==> src/rtl/id_hazard_ctrl.sv <==
// id_hazard_ctrl: decode-stage load-use stall, control-op fetch freeze and HALT drain sequencing
module id_hazard_ctrl #(
    parameter int REG_W        = 4,
    parameter int DRAIN_CYCLES = 3,
    parameter int CTRL_TIMEOUT = 7
) (
    input  logic             clk,
    input  logic             rst,
    input  logic             id_valid,
    input  logic [REG_W-1:0] id_rs1,
    input  logic             id_rs1_used,
    input  logic [REG_W-1:0] id_rs2,
    input  logic             id_rs2_used,
    input  logic             id_ctrl,
    input  logic             id_halt,
    input  logic             ex_mem_read,
    input  logic [REG_W-1:0] ex_reg_rd,
    input  logic             ex_ctrl_resolved,
    output logic             pc_stall,
    output logic             ifid_stall,
    output logic             ifid_flush,
    output logic             idex_bubble,
    output logic             PC_hazard,
    output logic             halted,
    output logic             ctrl_timeout
);
    localparam int WW = $clog2(CTRL_TIMEOUT + 1);
    localparam int DW = DRAIN_CYCLES > 1 ? $clog2(DRAIN_CYCLES) : 1;

    typedef enum logic [1:0] {RUN, CTRL_WAIT, DRAIN, HALTED} state_t;

    state_t         state, state_nx;
    logic [WW-1:0]  wait_cnt, wait_nx;
    logic [DW-1:0]  drain_cnt, drain_nx;
    logic           timeout_nx;
    logic           lu;

    assign lu = id_valid & ex_mem_read & (ex_reg_rd != '0) &
                ((id_rs1_used & (id_rs1 == ex_reg_rd)) | (id_rs2_used & (id_rs2 == ex_reg_rd)));
    assign halted = state == HALTED;

    always_comb begin
        state_nx    = state;
        wait_nx     = wait_cnt;
        drain_nx    = drain_cnt;
        timeout_nx  = ctrl_timeout;
        pc_stall    = 1'b0;
        ifid_stall  = 1'b0;
        ifid_flush  = 1'b0;
        idex_bubble = 1'b0;
        PC_hazard   = 1'b0;
        case (state)
            RUN: begin
                // A load-use stall holds the instruction, so its ctrl/halt is seen again next cycle
                if (lu) begin
                    pc_stall    = 1'b1;
                    ifid_stall  = 1'b1;
                    idex_bubble = 1'b1;
                end else if (id_valid & id_halt) begin
                    state_nx = DRAIN;
                    drain_nx = DW'(DRAIN_CYCLES - 1);
                end else if (id_valid & id_ctrl) begin
                    state_nx = CTRL_WAIT;
                    wait_nx  = '0;
                end
            end
            CTRL_WAIT: begin
                pc_stall    = 1'b1;
                ifid_flush  = 1'b1;
                idex_bubble = 1'b1;
                PC_hazard   = 1'b1;
                if (ex_ctrl_resolved) begin
                    state_nx = RUN;
                end else if (wait_cnt == WW'(CTRL_TIMEOUT - 1)) begin
                    state_nx   = RUN;
                    timeout_nx = 1'b1;
                    wait_nx    = WW'(CTRL_TIMEOUT);
                end else begin
                    wait_nx = wait_cnt != WW'(CTRL_TIMEOUT) ? wait_cnt + 1'b1 : wait_cnt;
                end
            end
            DRAIN: begin
                pc_stall    = 1'b1;
                ifid_flush  = 1'b1;
                idex_bubble = 1'b1;
                state_nx    = drain_cnt == '0 ? HALTED : DRAIN;
                drain_nx    = drain_cnt == '0 ? drain_cnt : drain_cnt - 1'b1;
            end
            default: begin
                pc_stall    = 1'b1;
                ifid_flush  = 1'b1;
                idex_bubble = 1'b1;
            end
        endcase
    end

    always_ff @(posedge clk) begin
        if (rst) begin
            state        <= RUN;
            wait_cnt     <= '0;
            drain_cnt    <= '0;
            ctrl_timeout <= 1'b0;
        end else begin
            state        <= state_nx;
            wait_cnt     <= wait_nx;
            drain_cnt    <= drain_nx;
            ctrl_timeout <= timeout_nx;
        end
    end
endmodule

==> config.mk <==
export PLATFORM = sky130hd
export DESIGN_NAME = id_hazard_ctrl
export DESIGN_NICKNAME = d
export VERILOG_FILES = /design/src/rtl/id_hazard_ctrl.sv
export SDC_FILE = /design/constraint.sdc
export NUM_CORES = 1
export LEC_CHECK = 0
export BUFFER_PORTS_ARGS = -buffer_cell sky130_fd_sc_hd__buf_2
export CAP_MARGIN = 15
export CORE_MARGIN = 2
export CORE_UTILIZATION = 30
export CTS_BUF_LIST = sky130_fd_sc_hd__clkbuf_4 sky130_fd_sc_hd__clkbuf_8
export CTS_CLUSTER_DIAMETER = 40
export DETAILED_ROUTE_END_ITERATION = 8
export GPL_ROUTABILITY_DRIVEN = 1
export PLACE_DENSITY_LB_ADDON = 0.2
export SLEW_MARGIN = 25
export SYNTH_ARGS = -nofsm -noshare
export SYNTH_HDL_FRONTEND = slang
export SYNTH_SLANG_ARGS = --single-unit
==> constraint.sdc <==
create_clock -name clk -period 2.29 [get_ports clk]
set_clock_uncertainty 0.15 [all_clocks]
set_input_delay 0.229 -clock clk [delete_from_list [all_inputs] [get_ports clk]]
set_output_delay 0.229 -clock clk [all_outputs]
set_load 0.005 [all_outputs]
==> insert_results.sql, run 1 <==
INSERT INTO impl_metrics (metric_group, metric, value, unit) VALUES
('detailed_routing', 'drc_violation_total_after_the_first_tritonroute_iteration', '3', ''),
('critical_path', 'required_arrival_time_at_the_worst_endpoint', '2.32', 'ns'),
('critical_path', 'r2r_cells', '6', ''),
('critical_path', 'critical_path_class', 'flip-flop to flip-flop', ''),
('clocking', 'clk-insertion-delay-late', '0.26', 'ns'),
('power', 'leakage', '0.4008', 'nW'),
('clocking', 'clock_root_cell', 'clkbuf_4', ''),
('clocking', 'cts.htree.levels', '1', ''),
('floorplan', 'dieArea', '0.002688', 'mm²'),
('detailed_routing', 'finalWirelength', '1.557', 'mm'),
('floorplan', 'io_pins', '28', ''),
('power', 'power-per-cell-area', '865.1', 'mW/mm²'),
('sta', 'max_slew.worst_pin.slew', '0.3586', 'ns'),
('clocking', 'cts_setup_buffers', '0', ''),
('critical_path', 'setup.worst_path.start_class', 'flip-flop', ''),
('yosys', 'yosysWarningCount', '0', ''),
('layout', 'nNetsFinal', '144', ''),
('yosys', 'mappedNetlistNets', '114', ''),
('yosys', 'synthesis.area', '686.9', 'µm²'),
('global_routing', 'total_global_route_track_usage', '13.49', '%'),
('status', 'outcome', 'finished, final reports clean', ''),
('placement', 'dp.cells', '138', ''),
('sta', 'final.setup.tns', '0', 'ns'),
('yosys', 'netlist.area_leader.share', '23.32', '%'),
('sta', 'grt_setup_unrepaired', 'no', ''),
('layout', 'antenna_cells', '0', ''),
('placement', 'gp_congestion', '0.7024', ''),
('sta', 'finalSetupViolCount', '0', ''),
('yosys', 'synth_seq_area_share', '23.32', '%'),
('critical_path', 'crit_fanout', '9', ''),
('flow_run', 'maxCapViolations', '0', ''),
('sta', 'hold_slack', '0.09240', 'ns'),
('floorplan', 'floorplan.initialDensity', '31.35', '%'),
('critical_path', 'cp-end-kind', 'flip-flop', ''),
('sta', 'finalWorstPathRequiredPeriod', '1.998', 'ns'),
('global_routing', 'grt_remaining_overflow', '0', ''),
('power', 'largest_vdd_supply_drop', '355.4', 'µV'),
('yosys', 'synth_cells', '85', ''),
('hold_path', 'hold_path_class', 'input pin to flip-flop', ''),
('clocking', 'total_clock_buffers_created_by_cts', '3', ''),
('detailed_routing', 'vias', '688', ''),
('layout', 'nFillCells', '240', ''),
('detailed_routing', 'routed_via_density', '4.879', ''),
('sta', 'maxSlewViolCount', '0', ''),
('sta', 'slew-limit-headroom', '75.47', '%'),
('clocking', 'cts_num_sinks', '8', ''),
('clocking', 'tritoncts', 'yes', ''),
('yosys', 'yosysTopAreaCell', 'dfxtp_1', ''),
('floorplan', 'fp-row-count', '17', ''),
('floorplan', 'placeableCoreArea', '0.002191', 'mm²'),
('power', 'total_power', '0.7512', 'mW'),
('yosys', 'synth.ff_latch_count', '8', ''),
('sta', 'setup_ws', '0.2917', 'ns'),
('critical_path', 'timing.critical_path.arrival', '2.03', 'ns'),
('global_routing', 'via_count_of_the_first_global_routing_pass', '685', ''),
('placement', 'pre_cts_ws', '0.3012', 'ns'),
('detailed_routing', 'ant_nets', '0', ''),
('placement', 'dp.final_hpwl', '1.327', 'mm'),
('placement', 'placed_area', '845.8', 'µm²'),
('layout', 'layout-drive-gt1-share', '30.97', '%'),
('global_routing', 'initial_antenna_violation_count', '0', ''),
('layout', 'final_util', '39.63', '%'),
('clocking', 'clock_path_buffers', '2', ''),
('layout', 'areaGrowthSynthToFinish', '26.41', '%'),
('detailed_routing', 'average_routed_wire_per_standard_cell', '11.04', 'µm'),
('yosys', 'syn_area_per_cell', '8.081', 'µm²'),
('clocking', 'cts.hold.buffers_added', '0', ''),
('hold_path', 'cell_depth_of_the_worst_min_delay_path', '2', ''),
('sta', 'fmax', '500.4', 'MHz'),
('floorplan', 'die_x', '51.85', 'µm'),
('clocking', 'clk_transition_reported_paths', '0.06', 'ns'),
('detailed_routing', 'dr.pass1.iters', '3', ''),
('clocking', 'postCtsResizedCells', '0', ''),
('layout', 'final_cell_area', '868.3', 'µm²'),
('yosys', 'ys_top_cells_by_area', 'dfxtp_1 23%, ha_1 15%, xor2_1 7.7%', ''),
('placement', 'port_buffers', '27', ''),
('sta', 'timing_hold_violations_final', '0', ''),
('detailed_routing', 'route.detailed.drc', '0', ''),
('global_routing', 'grt_start_max_net_pins', '10', ''),
('global_routing', 'grt_first_pass_wirelength', '2.739', 'mm'),
('floorplan', 'die_h', '51.85', 'µm'),
('sta', 'period_share', '87.26', '%'),
('layout', 'fin_cells', '141', ''),
('yosys', 'yosys.cell_types.count', '31', '');
==> cell usage after synthesis (all sizes together) <==
| cell type | n |
|---|---|
| clkbuf | 1 |
| a211o | 1 |
| a21oi | 6 |
| nand3 | 1 |
| nor2b | 1 |
| a221oi | 1 |
| o2bb2ai | 2 |
| or4b | 1 |
| or4 | 1 |
| nor3 | 6 |
| xnor2 | 2 |
| dfxtp | 8 |
| a221o | 1 |
| buf | 1 |
| o21ai | 7 |
| ha | 8 |
| a31oi | 2 |
| nand4b | 1 |
| inv | 9 |
| a2111oi | 1 |
| o211ai | 1 |
| nor2 | 5 |
| a21o | 2 |
| xor2 | 6 |
| nand4 | 2 |
| nand2 | 7 |
| nor4 | 1 |
==> cell type report <==
cell class	count	area (µm²)	share of cell area (%)
tap	28	35.03	4.035
inverter	9	36.28	4.179
sequential	8	160.2	18.44
clock buffer	3	22.52	2.594
timing repair buffer	27	135.1	15.56
multi-input combinational	66	479.2	55.19
==> layout by cell type, fill, tap and decap left out, drive strengths merged <==
cell and n:
nor4 1, or4b 1, a21o 2, inv 9
nand4b 1, a21oi 6, nor3 6, xnor2 2
o2bb2ai 2, nand4 2, clkbuf 3, a211o 1
or4 1, buf 27, a221o 1, o211ai 1
o21ai 7, xor2 6, nand3 1, a2111oi 1
a31oi 2, nand2 7, a221oi 1, nor2 5
dfxtp 8, ha 8, nor2b 1
==> registers in the layout (all words and copies together) (netlist names) <==
signal	flops
state	2
drain_cnt	2
ctrl_timeout	1
wait_cnt	3
==> cells by family after synthesis <==
group / after synthesis / synth area share, %
simple gates: 26 / 20.58
compound gates: 24 / 24.41
buf+inv: 11 / 6.922
xor+xnor: 8 / 10.20
fa+ha+maj: 8 / 14.57
flops: 8 / 23.31
==> final timing paths <==
kind | from | to | slack [ns]
setup / recovery | state[0] | wait_cnt[0] | 0.29
hold / removal | rst | drain_cnt[1] | 0.09
setup reg to reg | state[0] | wait_cnt[0] | 0.29
hold reg to reg | drain_cnt[1] | drain_cnt[1] | 0.34
==> metal layers <==
metal	routed length, µm	global-route usage (%)	part of all wire [%]	vias up
li1	-	-	-	365
met5	0	0	0	-
met1	703	15.99	45	313
met2	802	23.63	52	8
met4	17	6.579	1.1	0
met3	34	1.724	2.2	2
==> critical path: stages (launching register included) <==
cell and delay [ns]:
dfxtp_1 0.39, inv_1 0.08, ha_1 0.30, o21ai_0 0.32
nand2_1 0.08, or4_4 0.45, o2bb2ai_1 0.15
==> power by group <==
group / internal [mW] / switching (mW)
combinational: 0.196 / 0.246
sequential: 0.170 / 0.0250
clock: 0.0603 / 0.0538
No activity file was read; power rests on OpenSTA's default activity.
==> run 2: changes to the inputs <==
- GPL_TIMING_DRIVEN: default -> 0
- HOLD_SLACK_MARGIN: default -> 0.08
==> run 2 against run 1 <==
Effect of this change: first-iteration DRC count rose to 5.0 times the previous value; cell area rose by 1.3%; sequential power barely moved; core utilization rose by 0.51 points; hold slack improved by 0.0029 ns; critical path type is now flip-flop to output pin; largest power group unchanged.
==> insert_results.sql, run 2 (synthesis results as in run 1) <==
INSERT INTO impl_metrics (metric_group, metric, value, unit) VALUES
('status', 'outcome', 'finished, final reports clean', ''),
('detailed_routing', 'finalWirelength', '1.611', 'mm'),
('floorplan', 'placeableCoreArea', '0.002191', 'mm²'),
('clocking', 'cts.hold.buffers_added', '0', ''),
('power', 'largest_vdd_supply_drop', '337.0', 'µV'),
('floorplan', 'die_x', '51.85', 'µm'),
('sta', 'period_share', '89.36', '%'),
('critical_path', 'required_arrival_time_at_the_worst_endpoint', '1.91', 'ns'),
('power', 'power-per-cell-area', '871.5', 'mW/mm²'),
('clocking', 'clock_root_cell', 'clkbuf_4', ''),
('placement', 'pre_cts_ws', '0.2626', 'ns'),
('detailed_routing', 'vias', '696', ''),
('layout', 'fin_cells', '143', ''),
('hold_path', 'hold_path_class', 'input pin to flip-flop', ''),
('sta', 'timing_hold_violations_final', '0', ''),
('detailed_routing', 'dr.pass1.iters', '4', ''),
('detailed_routing', 'average_routed_wire_per_standard_cell', '11.27', 'µm'),
('layout', 'areaGrowthSynthToFinish', '28.05', '%'),
('clocking', 'cts_setup_buffers', '0', ''),
('clocking', 'clk-insertion-delay-late', '0.25', 'ns'),
('detailed_routing', 'met1Wirelength', '696', 'µm'),
('critical_path', 'cp-end-kind', 'output pin', ''),
('clocking', 'clock_path_buffers', '2', ''),
('clocking', 'cts_num_sinks', '8', ''),
('sta', 'fmax', '488.7', 'MHz'),
('floorplan', 'floorplan.initialDensity', '31.35', '%'),
('power', 'leakage', '0.4070', 'nW'),
('global_routing', 'grt_start_max_net_pins', '10', ''),
('sta', 'grt_setup_unrepaired', 'no', ''),
('placement', 'port_buffers', '27', ''),
('detailed_routing', 'met2WireLength', '842', 'µm'),
('placement', 'gp_congestion', '0.7226', ''),
('layout', 'largest_register_ff_count', '3', ''),
('layout', 'layout.cells.most_common', 'buf_2', ''),
('floorplan', 'die_h', '51.85', 'µm'),
('layout', 'commonest_cells_after_routing_fill_and_taps_aside', '27 x buf_2, 8 x inv_1, 8 x ha_1, 8 x dfxtp_1, 7 x nand2_1', ''),
('layout', 'antenna_cells', '0', ''),
('detailed_routing', 'drc_violation_total_after_the_first_tritonroute_iteration', '15', ''),
('clocking', 'postCtsResizedCells', '0', ''),
('clocking', 'cts.htree.levels', '1', ''),
('detailed_routing', 'maxUsedRoutingLayer', 'met4', ''),
('sta', 'final.setup.tns', '0', 'ns'),
('floorplan', 'fp-row-count', '17', ''),
('power', 'total_power', '0.7665', 'mW'),
('layout', 'top_register', 'wait_cnt', ''),
('clocking', 'total_clock_buffers_created_by_cts', '3', ''),
('flow_run', 'maxCapViolations', '0', ''),
('global_routing', 'total_global_route_track_usage', '13.96', '%'),
('global_routing', 'via_count_of_the_first_global_routing_pass', '719', ''),
('global_routing', 'grt_first_pass_wirelength', '2.849', 'mm'),
('layout', 'nNetsFinal', '146', ''),
('global_routing', 'grt_remaining_overflow', '0', ''),
('clocking', 'clk_transition_reported_paths', '0.05', 'ns'),
('critical_path', 'timing.critical_path.arrival', '1.67', 'ns'),
('layout', 'top_regs', 'wait_cnt: 3 flops, drain_cnt: 2 flops, state: 2 flops', ''),
('detailed_routing', 'ant_nets', '0', ''),
('detailed_routing', 'routed_via_density', '4.867', ''),
('floorplan', 'dieArea', '0.002688', 'mm²'),
('sta', 'finalSetupViolCount', '0', ''),
('floorplan', 'io_pins', '28', ''),
('critical_path', 'crit_fanout', '9', ''),
('placement', 'dp.final_hpwl', '1.374', 'mm'),
('sta', 'slew-limit-headroom', '72.91', '%'),
('detailed_routing', 'route.detailed.drc', '0', ''),
('placement', 'dp.cells', '140', ''),
('detailed_routing', 'routed-wl-met3', '47', 'µm'),
('sta', 'setup_ws', '0.2437', 'ns'),
('sta', 'max_slew.worst_pin.slew', '0.3961', 'ns'),
('sta', 'finalWorstPathRequiredPeriod', '2.046', 'ns'),
('global_routing', 'initial_antenna_violation_count', '0', ''),
('critical_path', 'setup.worst_path.start_class', 'flip-flop', ''),
('clocking', 'tritoncts', 'yes', ''),
('layout', 'layout-drive-gt1-share', '31.30', '%'),
('sta', 'maxSlewViolCount', '0', ''),
('critical_path', 'critical_path_class', 'flip-flop to output pin', '');
[run 2: cell types whose count changed in the layout (fill, tap and decap cells not counted), sizes merged]
cell and delta:
buf +1, clkbuf +1
[run 2: metal layers]
metal	up-vias	global-route usage [%]
li1	366	-
met1	314	15.26
met2	12	26.16
met3	4	2.586
met4	0	5.263
met5	-	0
[run 2: worst paths after layout]
path	startpoint	end	slack [ns]	cells past startpoint
max	state[0]	ifid_stall	0.24	7
min	rst	drain_cnt[0]	0.1	2
max reg2reg	state[0]	wait_cnt[1]	0.25	7
min reg2reg	ctrl_timeout	ctrl_timeout	0.31	2
[run 2: where the power goes]
part	switching (mW)	internal (mW)
Sequential	0.0248	0.170
Clock	0.0472	0.0599
Combinational	0.256	0.209
Total	0.328	0.439
[run 2: through the flow]
stage	hold WS [ns]	instance area [µm²]	util, %
after floorplan	0.1481	686.9	-
after global placement	0.2982	857.1	39.12
final	0.09533	879.6	40.15
after detailed placement	0.3101	857.1	39.12
after global routing	0.1111	879.6	40.15
after CTS	0.09153	879.6	40.15
[run 2: worst max-delay path, cell delays in order, from the launching register on]
cell	delay, ns
dfxtp_1	0.34
inv_1	0.09
ha_1	0.14
clkbuf_1	0.29
inv_1	0.12
a21o_4	0.23
inv_4	0.09
buf_2	0.12
[run 2: cell type report]
class | instances | area [µm²]
fill | 241 | 1311
timing repair buffer | 27 | 135.1
tap | 28 | 35.03
clock buffer | 3 | 22.52
buffer | 2 | 11.26
inverter | 9 | 36.28
sequential | 8 | 160.2
multi-input combinational | 66 | 479.2
==> run 3: changes to the inputs <==
- CORE_ASPECT_RATIO: default -> 0.7
==> run 3 against run 2 <==
Effect of this change: highest routed layer unchanged; critical path depth rose by 1; power up 1.4%; largest cell class unchanged; register-to-register slack worse by 0.02 ns; sequential cell count unchanged; via count fell by 1.9%; cell area grew 1.7%; cell count up 3.5%; sequential power barely moved; combinational power up 1%.
==> insert_results.sql, run 3 (synthesis results as in run 1) <==
INSERT INTO impl_metrics (metric_group, metric, value, unit) VALUES
('power', 'power-per-cell-area', '868.7', 'mW/mm²'),
('critical_path', 'crit-reg2reg-launch', 'state[1]', ''),
('critical_path', 'worst_path_largest_cell_delay', '0.45', 'ns'),
('critical_path', 'endpoint', 'wait_cnt[1]', ''),
('layout', 'areaGrowthSynthToFinish', '30.24', '%'),
('clocking', 'clk-insertion-delay-late', '0.27', 'ns'),
('placement', 'dp.final_hpwl', '1.301', 'mm'),
('critical_path', 'timing.critical_path.slowest_stage_cell', 'or4_4', ''),
('status', 'outcome', 'finished, final reports clean', ''),
('floorplan', 'fp-row-count', '14', ''),
('layout', 'fin_cells', '148', ''),
('critical_path', 'critical_path_class', 'flip-flop to flip-flop', ''),
('critical_path', 'critical_path.n_buffers_inverters', '2', ''),
('critical_path', 'timing.critical_path.arrival', '2.12', 'ns'),
('critical_path', 'cp-end-kind', 'flip-flop', ''),
('floorplan', 'die_h', '44.04', 'µm'),
('sta', 'finalSetupViolCount', '0', ''),
('detailed_routing', 'ant_nets', '0', ''),
('clocking', 'clock_path_buffers', '2', ''),
('critical_path', 'required_arrival_time_at_the_worst_endpoint', '2.34', 'ns'),
('detailed_routing', 'vias', '683', ''),
('detailed_routing', 'drc_violation_total_after_the_first_tritonroute_iteration', '17', ''),
('floorplan', 'placeableCoreArea', '0.002155', 'mm²'),
('detailed_routing', 'dr.pass1.iters', '4', ''),
('sta', 'period_share', '90.05', '%'),
('detailed_routing', 'route.detailed.drc', '0', ''),
('detailed_routing', 'routed_via_density', '4.615', ''),
('layout', 'nFillCells', '233', ''),
('sta', 'finalWorstPathRequiredPeriod', '2.062', 'ns'),
('power', 'leakage', '0.4112', 'nW'),
('layout', 'regArea', '160.2', 'µm²'),
('hold_path', 'hold_path_class', 'input pin to flip-flop', ''),
('critical_path', 'r2r_end', 'wait_cnt[1]', ''),
('layout', 'multi_input_comb_area', '479.2', 'µm²'),
('detailed_routing', 'finalWirelength', '1.564', 'mm'),
('layout', 'layout.cells.most_common', 'buf_2', ''),
('sta', 'final.setup.tns', '0', 'ns'),
('sta', 'timing_hold_violations_final', '0', ''),
('sta', 'slew-limit-headroom', '71.60', '%'),
('clocking', 'cts_num_sinks', '8', ''),
('critical_path', 'r2r_slack', '0.23', 'ns'),
('layout', 'layout-drive-gt1-share', '31.03', '%'),
('floorplan', 'die_x', '61.19', 'µm'),
('flow_run', 'maxCapViolations', '0', ''),
('detailed_routing', 'average_routed_wire_per_standard_cell', '10.57', 'µm'),
('global_routing', 'total_global_route_track_usage', '13.39', '%'),
('layout', 'nNetsFinal', '147', ''),
('clocking', 'clock_root_cell', 'clkbuf_4', ''),
('placement', 'port_buffers', '27', ''),
('detailed_routing', 'met2WireLength', '674', 'µm'),
('placement', 'gp_congestion', '0.7399', ''),
('clocking', 'clk_transition_reported_paths', '0.05', 'ns'),
('global_routing', 'grt_start_max_net_pins', '10', ''),
('critical_path', 'r2r_cells', '8', ''),
('clocking', 'total_clock_buffers_created_by_cts', '3', ''),
('sta', 'max_slew.worst_pin.slew', '0.4153', 'ns'),
('critical_path', 'timing.critical_path.cells', 'inv_1 -> ha_1 -> clkbuf_1 -> nand4b_1 -> o21ai_0 -> nand2_1 -> or4_4 -> o2bb2ai_2', ''),
('sta', 'maxSlewViolCount', '0', ''),
('layout', 'commonest_cells_after_routing_fill_and_taps_aside', '27 x buf_2, 8 x inv_1, 8 x ha_1, 8 x dfxtp_1, 7 x nand2_1', ''),
('floorplan', 'floorplan.initialDensity', '31.88', '%'),
('clocking', 'tritoncts', 'yes', ''),
('critical_path', 'crit_fanout', '9', ''),
('critical_path', 'cp.depth', '8', ''),
('detailed_routing', 'maxUsedRoutingLayer', 'met4', ''),
('clocking', 'cts.htree.levels', '1', ''),
('detailed_routing', 'routed-wl-met3', '64', 'µm'),
('layout', 'top_register', 'wait_cnt', ''),
('critical_path', 'cpLargestDelayFamily', 'simple AND/OR/NAND/NOR gates', ''),
('placement', 'dp.cells', '144', ''),
('floorplan', 'io_pins', '28', ''),
('global_routing', 'initial_antenna_violation_count', '0', ''),
('layout', 'top_regs', 'wait_cnt: 3 flops, drain_cnt: 2 flops, state: 2 flops', ''),
('global_routing', 'grt_remaining_overflow', '0', ''),
('global_routing', 'via_count_of_the_first_global_routing_pass', '614', ''),
('layout', 'antenna_cells', '0', ''),
('critical_path', 'setup.worst_path.start_class', 'flip-flop', ''),
('power', 'largest_vdd_supply_drop', '372.2', 'µV'),
('detailed_routing', 'met1Wirelength', '806', 'µm'),
('sta', 'fmax', '484.9', 'MHz'),
('layout', 'largest_register_ff_count', '3', ''),
('floorplan', 'dieArea', '0.002695', 'mm²'),
('critical_path', 'worst_setup_path_startpoint', 'state[1]', ''),
('clocking', 'postCtsResizedCells', '0', ''),
('global_routing', 'grt_first_pass_wirelength', '2.649', 'mm'),
('sta', 'grt_setup_unrepaired', 'no', '');
run 3: worst min path at each step:
stage / from / end / slack [ns] / depth (start not counted)
6_report: ex_ctrl_resolved / ctrl_timeout / 0.22 / 4
5_1_grt: ex_ctrl_resolved / ctrl_timeout / 0.25 / 4
4_1_cts: ex_ctrl_resolved / ctrl_timeout / 0.21 / 4
3_5_place_dp: ctrl_timeout / ctrl_timeout / 0.31 / 2
3_3_place_gp: ctrl_timeout / ctrl_timeout / 0.31 / 2
2_1_floorplan: rst / drain_cnt[0] / 0.15 / 1
run 3: metal layers:
metal	up-vias	global-route usage, %
li1	371	-
met1	299	19.14
met2	10	18.30
met3	3	5.556
met4	0	3.913
met5	-	0
run 3: area by class of cell:
cell class	count	share of cell area (%)
Tap cell	32	4.476
Buffer	2	1.259
Inverter	9	4.056
Timing Repair Buffer	28	16.22
Multi-Input combinational cell	66	53.57
Sequential cell	8	17.90
Clock buffer	3	2.517
run 3: through the flow:
stage                     hold slack (ns)  total power, mW  area [µm²]  setup slack (ns)  utilization (%)
after floorplan                    0.1481           0.5253       686.9            0.4239                -
after global placement             0.3102           0.6621       862.1            0.2421            40.01
after detailed placement           0.3137           0.6632       862.1            0.2334            40.01
after CTS                          0.2146           0.7841       894.6            0.2220            41.52
after global routing               0.2455           0.8599       894.6           0.01675            41.52
final                              0.2161           0.7772       894.6            0.2277            41.52
run 3: what timing repair did:
| item | CTS | global route |
|---|---|---|
| hold endpoints to repair | 2 | 0 |
| hold buffers | 1 | 0 |
| setup buffers | 0 | 0 |
run 3: power by group:
group	leakage, nW	total (mW)	internal (mW)	switching (mW)
Clock	0.0138	0.115	0.0604	0.0544
Combinational	0.332	0.469	0.210	0.259
Sequential	0.0652	0.193	0.170	0.0230
Total	0.411	0.777	0.441	0.336
run 3: tightest hold or removal path: cells and delay by family:
kind / cells / cell delay (ns)
compound gates: 1 / 0.16
buf+inv: 1 / 0.10
simple gates: 2 / 0.10
